$ cat src/rtl/fp_multiplier_sp.sv
// IEEE-754 single-precision multiplier: iterative shift-add mantissa multiply (K bits/cycle),
// round-to-nearest-even, flush-to-zero on denormal inputs and underflowed results.
module fp_multiplier_sp #(
  parameter int unsigned K = 1
) (
  input  logic        clk,
  input  logic        rst,
  input  logic        start,
  input  logic [31:0] OP1,
  input  logic [31:0] OP2,
  output logic        busy,
  output logic        done,
  output logic [31:0] product,
  output logic        NAN,
  output logic        INF,
  output logic        ZERO,
  output logic        subnormal
);

  localparam int unsigned N = 24 / K;

  typedef enum logic [1:0] {StIdle, StMul, StNorm, StOut} state_e;

  state_e            state_q, state_d;
  logic [4:0]        cnt_q, cnt_d;
  logic [47:0]       mcand_q, mcand_d;
  logic [47:0]       acc_q, acc_d;
  logic [23:0]       mplier_q, mplier_d;
  logic signed [9:0] exp_q, exp_d;
  logic              sign_q, sign_d;
  logic              in_nan_q, in_nan_d;
  logic              in_inf_q, in_inf_d;
  logic              in_zero_q, in_zero_d;
  logic [31:0]       product_q, product_d;
  logic              nan_q, nan_d;
  logic              inf_q, inf_d;
  logic              zero_q, zero_d;
  logic              sub_q, sub_d;

  logic              accept;
  logic [47:0]       partial;
  logic              op1_max, op2_max, op1_zero, op2_zero;

  // Normalisation / rounding datapath, consumed on the NORM -> OUT edge
  logic [22:0]       mant;
  logic              guard, sticky, round_up;
  logic [23:0]       mant_rnd;
  logic signed [9:0] exp_norm, exp_fin;
  logic [31:0]       res_product;
  logic              res_nan, res_inf, res_zero, res_sub;

  assign accept   = start & ((state_q == StIdle) | (state_q == StOut));
  assign partial  = mcand_q * {{(48 - K){1'b0}}, mplier_q[K-1:0]};
  assign op1_max  = &OP1[30:23];
  assign op2_max  = &OP2[30:23];
  assign op1_zero = ~|OP1[30:23];
  assign op2_zero = ~|OP2[30:23];

  always_comb begin
    if (acc_q[47]) begin
      mant     = acc_q[46:24];
      guard    = acc_q[23];
      sticky   = |acc_q[22:0];
      exp_norm = exp_q + 10'sd1;
    end else begin
      mant     = acc_q[45:23];
      guard    = acc_q[22];
      sticky   = |acc_q[21:0];
      exp_norm = exp_q;
    end
    round_up = guard & (mant[0] | sticky);
    mant_rnd = {1'b0, mant} + {23'b0, round_up};
    // A carry out leaves the fraction all-zero, so only the exponent moves
    exp_fin  = exp_norm + $signed({9'b0, mant_rnd[23]});

    res_product = {sign_q, exp_fin[7:0], mant_rnd[22:0]};
    res_nan     = 1'b0;
    res_inf     = 1'b0;
    res_zero    = 1'b0;
    res_sub     = 1'b0;
    if (in_nan_q | (in_inf_q & in_zero_q)) begin
      res_product = 32'h7FC0_0000;
      res_nan     = 1'b1;
    end else if (in_inf_q | (exp_fin >= 10'sd255)) begin
      res_product = {sign_q, 8'hFF, 23'b0};
      res_inf     = 1'b1;
    end else if (in_zero_q | (exp_fin <= 10'sd0)) begin
      res_product = {sign_q, 31'b0};
      res_zero    = 1'b1;
      res_sub     = ~in_zero_q;
    end
  end

  always_comb begin
    state_d   = state_q;
    cnt_d     = cnt_q;
    mcand_d   = mcand_q;
    acc_d     = acc_q;
    mplier_d  = mplier_q;
    exp_d     = exp_q;
    sign_d    = sign_q;
    in_nan_d  = in_nan_q;
    in_inf_d  = in_inf_q;
    in_zero_d = in_zero_q;
    product_d = product_q;
    nan_d     = nan_q;
    inf_d     = inf_q;
    zero_d    = zero_q;
    sub_d     = sub_q;

    unique case (state_q)
      StIdle: state_d = StIdle;
      StMul: begin
        acc_d    = acc_q + partial;
        mcand_d  = mcand_q << K;
        mplier_d = mplier_q >> K;
        cnt_d    = cnt_q + 5'd1;
        if (cnt_q == 5'(N - 1)) state_d = StNorm;
      end
      StNorm: begin
        state_d   = StOut;
        product_d = res_product;
        nan_d     = res_nan;
        inf_d     = res_inf;
        zero_d    = res_zero;
        sub_d     = res_sub;
      end
      StOut:   state_d = StIdle;
      default: state_d = StIdle;
    endcase

    if (accept) begin
      state_d   = StMul;
      cnt_d     = 5'd0;
      acc_d     = 48'd0;
      mcand_d   = {24'b0, 1'b1, OP1[22:0]};
      mplier_d  = {1'b1, OP2[22:0]};
      exp_d     = $signed({2'b0, OP1[30:23]}) + $signed({2'b0, OP2[30:23]}) - 10'sd127;
      sign_d    = OP1[31] ^ OP2[31];
      in_nan_d  = (op1_max & |OP1[22:0]) | (op2_max & |OP2[22:0]);
      in_inf_d  = (op1_max & ~|OP1[22:0]) | (op2_max & ~|OP2[22:0]);
      in_zero_d = op1_zero | op2_zero;
    end
  end

  always_ff @(posedge clk or posedge rst) begin
    if (rst) begin
      state_q   <= StIdle;
      cnt_q     <= 5'd0;
      mcand_q   <= 48'd0;
      acc_q     <= 48'd0;
      mplier_q  <= 24'd0;
      exp_q     <= 10'sd0;
      sign_q    <= 1'b0;
      in_nan_q  <= 1'b0;
      in_inf_q  <= 1'b0;
      in_zero_q <= 1'b0;
      product_q <= 32'd0;
      nan_q     <= 1'b0;
      inf_q     <= 1'b0;
      zero_q    <= 1'b0;
      sub_q     <= 1'b0;
    end else begin
      state_q   <= state_d;
      cnt_q     <= cnt_d;
      mcand_q   <= mcand_d;
      acc_q     <= acc_d;
      mplier_q  <= mplier_d;
      exp_q     <= exp_d;
      sign_q    <= sign_d;
      in_nan_q  <= in_nan_d;
      in_inf_q  <= in_inf_d;
      in_zero_q <= in_zero_d;
      product_q <= product_d;
      nan_q     <= nan_d;
      inf_q     <= inf_d;
      zero_q    <= zero_d;
      sub_q     <= sub_d;
    end
  end

  assign busy      = (state_q == StMul) | (state_q == StNorm);
  assign done      = (state_q == StOut);
  assign product   = product_q;
  assign NAN       = nan_q;
  assign INF       = inf_q;
  assign ZERO      = zero_q;
  assign subnormal = sub_q;

endmodule

$ cat config.mk
export PLATFORM = sky130hd
export DESIGN_NAME = fp_multiplier_sp
export DESIGN_NICKNAME = d
export VERILOG_FILES = /design/src/rtl/fp_multiplier_sp.sv
export SDC_FILE = /design/constraint.sdc
export NUM_CORES = 1
export LEC_CHECK = 0
export ABC_AREA = 1
export CAP_MARGIN = 20
export CELL_PAD_IN_SITES_DETAIL_PLACEMENT = 0
export CELL_PAD_IN_SITES_GLOBAL_PLACEMENT = 1
export CORE_MARGIN = 5
export CORE_UTILIZATION = 39
export DETAILED_ROUTE_END_ITERATION = 7
export GPL_TIMING_DRIVEN = 1
export PLACE_DENSITY = 0.8
export SLEW_MARGIN = 20
export SYNTH_ARGS = -nofsm -noshare
export SYNTH_HDL_FRONTEND = slang
export SYNTH_SLANG_ARGS = --single-unit
export TNS_END_PERCENT = 20
$ cat constraint.sdc
create_clock -name clk -period 16.2 [get_ports clk]
set_input_delay 3.24 -clock clk [delete_from_list [all_inputs] [get_ports clk]]
set_output_delay 3.24 -clock clk [all_outputs]
set_load 0.005 [all_outputs]
## Yosys cells after proc, flatten, opt, wreduce, memory -nomap -nowiden

Cells that the tools add are included.

- Output and inout bits: 38
- Bits of input ports: 67
- Word-level logic and storage cells: 90
- Flip-flop bits (word level): 177

- Eq/ne operators: 5
- Order comparisons: 2
- Multiplexer cells: 27
- Add/sub/neg operators: 7
- Reduce and logical (&&, ||, !) cells: 15
- Multipliers: 1
- Bitwise gates (word level): 18

Operator list:

| cell | count |
|---|---|
| $mux 48 | 4 |
| $reduce_or 23->1 | 3 |
| $mux 31 | 2 |
| $add 48x48->48 | 1 |
| $mul 48x1->48 | 1 |
| $mux 24 | 2 |
| $mux 32 | 1 |
| $add 23x1->24 | 1 |
| $mux 23 | 1 |
| $reduce_or 22->1 | 1 |
| $reduce_and 8->1 | 2 |
| $reduce_or 8->1 | 2 |
| $mux 1 | 11 |
| $add 10x2->10 | 1 |
| $add 10x2->10 const B | 1 |
| $ge 10x9->1 const B | 1 |
| $le 10x1->1 const B | 1 |
| $mux 10 | 1 |
| $mux 5 | 2 |
| $sub 9x7->10 const B | 1 |
| $add 8x8->9 | 1 |
| $or 1x1->1 | 9 |
| $and 1x1->1 | 7 |
| $pmux 2 s3 | 1 |
| other kinds (12) | 17 |

## Longest topological paths before layout

- Depth after elaboration: 11
- Mapped depth: 30

## Worst setup path after synthesis

Ideal clock, no wire load.

- Kind: input to register
- From: in OP1[26]
- To: reg exp_q[8]
- Required time: 16.065 ns
- Arrival: 4.787 ns
- Stages: 12
- Setup slack: 11.278 ns
- Cells stage by stage: ha_1 ha_1 a21oi_1 nand2_1 nand2_1 nand2_1 a21oi_1 nor2_1 o21ai_0 nand2_1 xnor2_1 o21ai_0

- Cells in the longest elaborated chain, start to end: 2

RTL lines:

| what | RTL line | source |
|---|---|---|
| from (decl) | 9 | `input logic [31:0] OP1,` |
| $add 8x8->9 | 138 | `exp_d = $signed({2'b0, OP1[30:23]}) + $signed({2'b0, OP2[30:23]}) - 10'sd127;` |
| $sub 9x7->10 | 138 |  |
| to (signal assigned) | 169 | `exp_q <= exp_d;` |
| to (decl) | 29 | `logic signed [9:0] exp_q, exp_d;` |

No other way between the ends.
A chain may end at the register's enable or synchronous reset.

## Final worst setup path

- From: in start
- To: reg cnt_q[4]

- Cells in the longest elaborated chain, start to end: 2
- Elaborated cells between the ends (all ways): 3
- Classes of those cells: mux: 1; bitwise: 1; reduce/logical: 1

RTL lines:

| what | RTL line | source |
|---|---|---|
| from (decl) | 8 | `input logic start,` |
| $and 1x1->1 * | 52 | `assign accept = start & ((state_q == StIdle) \| (state_q == StOut));` |
| $mux 5 or $reduce_bool 2->1 (tied branches) | n/a |  |
| to (signal assigned) | 165 | `cnt_q <= cnt_d;` |
| to (decl) | 25 | `logic [4:0] cnt_q, cnt_d;` |

Every way passes the cells marked *; elsewhere a longest branch is shown, timed or not.

==> results.ini <==
[outcome]
status=completed

[cells_and_area]
area_growth_syn_to_layout_pct=15.5
diodes=0
fillers=3382
layout-drive-gt1-share_pct=5.20
stdcell_area_um2=14800
nNetsFinal=2072

[logic_synthesis]
synth.distinct_cells=55
synth_top_area_share_pct=34.6
synthArstFlopShare_pct=100
synth_commonest_cells=459 x nand2_1, 297 x inv_1, 194 x nor2_1
synth-edff-count=0
syn_nets=1992
netlist_instances=1851
ys_top_cells_by_area=dfrtp_1 35%, nand2_1 13%, inv_1 8.7%
synth_area_per_cell_um2=6.92
post-synth-top-count-cell=nand2_1
synth_flop_cell=dfrtp_1
yosysSeqAreaShare_pct=34.6
yosys_warnings=0
ys_seq_elements=177
synth_area_um2=12800
yosysTopAreaCell=dfrtp_1

[timing]
setup-tns-final_ns=0
timing.hold.ws_ns=0.478
setup_viol=0
finalCritPeriodShare_pct=35.6
worstMarginPinSlew_ns=0.922
final_hold_viol_count=0
fin_crit_ns=5.77
fin_ws_ns=10.43
rsz0062_at_grt=false
finClkSkew_ns=0.0118
drv_slew=0
clock.fmax_ghz=0.173
slew_headroom_pct=38.5

[cts]
clkLatencyLatePin_ns=0.44
cts_buffers=17
hold_buffers=0
cts_buffer_depth=2
clkTransAtPathRegs_ns=0.07
clock-root-buffer=clkbuf_16
cts_tree=done
cts_setup_buffers=0
cts_sinks=177
cts.repair.resized=0
htree_levels=4

[hold_path]
hold_path_class=reg2reg

[detailed_routing]
via_count=12181
first_iter_violations=804
wire_per_inst_um=15.5
drc=0
vias_per_cell=5.11
ant_nets=0
drt_wl_total_mm=37.1
first_pass_iters=5

[global_route]
grt_max_degree=100
antenna_found_initial=0
groute.usage.overall_pct=20.8
grt_pass1_wl_mm=61.9
grt_pass1_vias=12014
grt_overflow=0

[floorplan]
num_rows=66
coreArea_um2=32500
die_w_um=191
die_h_um=191
dieArea_um2=36600
start_util_pct=39.5
io_pins=105

[critical_path]
startpoint_type=input pin
path_max_fanout=53
cp_cell_sequence=clkdlybuf4s50_1, nand2_2, buf_4, inv_2, nor2_4, inv_2, buf_4, and3_1, nand2_1, o21ai_0, a21oi_1
path_delay_family=buffers and inverters
slowest_delay_ns=0.60
required_ns=16.53
crit_slowest_cell=inv_2
arrival_ns=6.10
worst_setup_path_end_kind=flop
crit_buf_inv=5
criticalPathCategory=in2reg

[placed_design]
io_buffer_count=104
pre_cts_slack_ns=9.96
place.gp.congestion=0.931
placed_cell_area_um2=14200
hpwl_mm=28.2

[power_and_ir_drop]
power_density_nw_per_um2=137
leakage_uw=0.00711
ir_worst_vdd_mv=0.0768

[job]
cap_violations=0

-- power breakdown --
group	leakage [µW]	switching, µW	internal [µW]
Clock	0.000278	195	214
Sequential	0.00231	94.0	575
Combinational	0.00452	632	308
Total	0.00711	921	1100
-- placed cells by master, fill, tap and decap left out, drive strengths merged, types with 4 or more instances in the layout --
cell	n
a21oi	106
xnor2	5
clkbuf	18
a21o	5
inv	312
o21bai	10
or2	6
o22ai	34
dfrtp	177
clkdlybuf4s50	104
o21a	4
a22o	4
nor3	18
nand4	31
o221ai	17
and3	7
nor2	210
ha	72
o31ai	8
o211ai	19
clkinv	9
nor4	14
o21ai	146
a22oi	8
nand2	465
a31oi	10
buf	9
xor2	16
nand3	80
-- flip-flops by register name (all words and copies together) (netlist names) --
name and count:
acc_q 48, mcand_q 48, product 32, mplier_q 24, exp_q 10, cnt_q 5, state_q 2, INF 1
NAN 1, ZERO 1, in_inf_q 1, in_nan_q 1, in_zero_q 1, sign_q 1, subnormal 1
-- per-stage QoR --
step,power [µW],std cells,utilization (%)
final,2020,2386,45.6
after global routing,2190,2386,45.6
after CTS,2030,2386,45.5
after global placement,1600,2354,43.8
after floorplan,1330,1851,-
after detailed placement,1620,2354,43.8
-- path summary, 6_finish.rpt --
| check | start | to | slack [ns] | cells after the start |
|---|---|---|---|---|
| setup / recovery | start | cnt_q[4]$_DFFE_PP0P_ | 10.43 | 11 |
| hold / removal | product[13]$_DFFE_PP0N_ | product[13]$_DFFE_PP0N_ | 0.48 | 2 |
| setup reg to reg | acc_q[47]$_DFFE_PP0P_ | product[3]$_DFFE_PP0N_ | 11.50 | 23 |
| hold reg to reg | product[13]$_DFFE_PP0N_ | product[13]$_DFFE_PP0N_ | 0.48 | 2 |
| max in group asynchronous | rst | acc_q[17]$_DFFE_PP0P_ | 11.56 | 3 |
| min in group asynchronous | rst | product[16]$_DFFE_PP0N_ | 3.39 | 2 |
-- area by class of cell --
cell class / instances / area [µm²] / area share [%]
clock buffers: 18 / 429 / 2.90
clock inverters: 14 / 129 / 0.872
inverters: 309 / 1170 / 7.90
multi-input cells: 1313 / 6960 / 47.1
flip-flops and latches: 177 / 4430 / 30.0
well taps: 442 / 553 / 3.74
repair buffers: 113 / 1110 / 7.52
-- logic make-up after synthesis --
family / share of synthesized area [%]
and+or+nand+nor: 27.8
AOI/OAI and AO/OA: 17.7
buffers and inverters: 11.1
DFF: 34.6
adders and majority gates: 7.35
xor gates and xnor gates: 1.44
-- routing by layer --
| layer | track usage [%] | routed length, µm | part of all wire, % | up-vias |
|---|---|---|---|---|
| li1 | - | - | - | 6212 |
| met4 | 4.67 | 588 | 1.6 | 0 |
| met2 | 33.8 | 16900 | 46 | 255 |
| met1 | 29.2 | 18000 | 48 | 5679 |
| met5 | 0 | 0 | 0 | - |
| met3 | 3.54 | 1620 | 4.4 | 35 |
-- worst min-delay path, delay by kind of cell (launching register included) --
kind          cells  cell delay [ns]
simple gates      2             0.10
flops             1             0.34
Power figures use the tool's default switching activity.
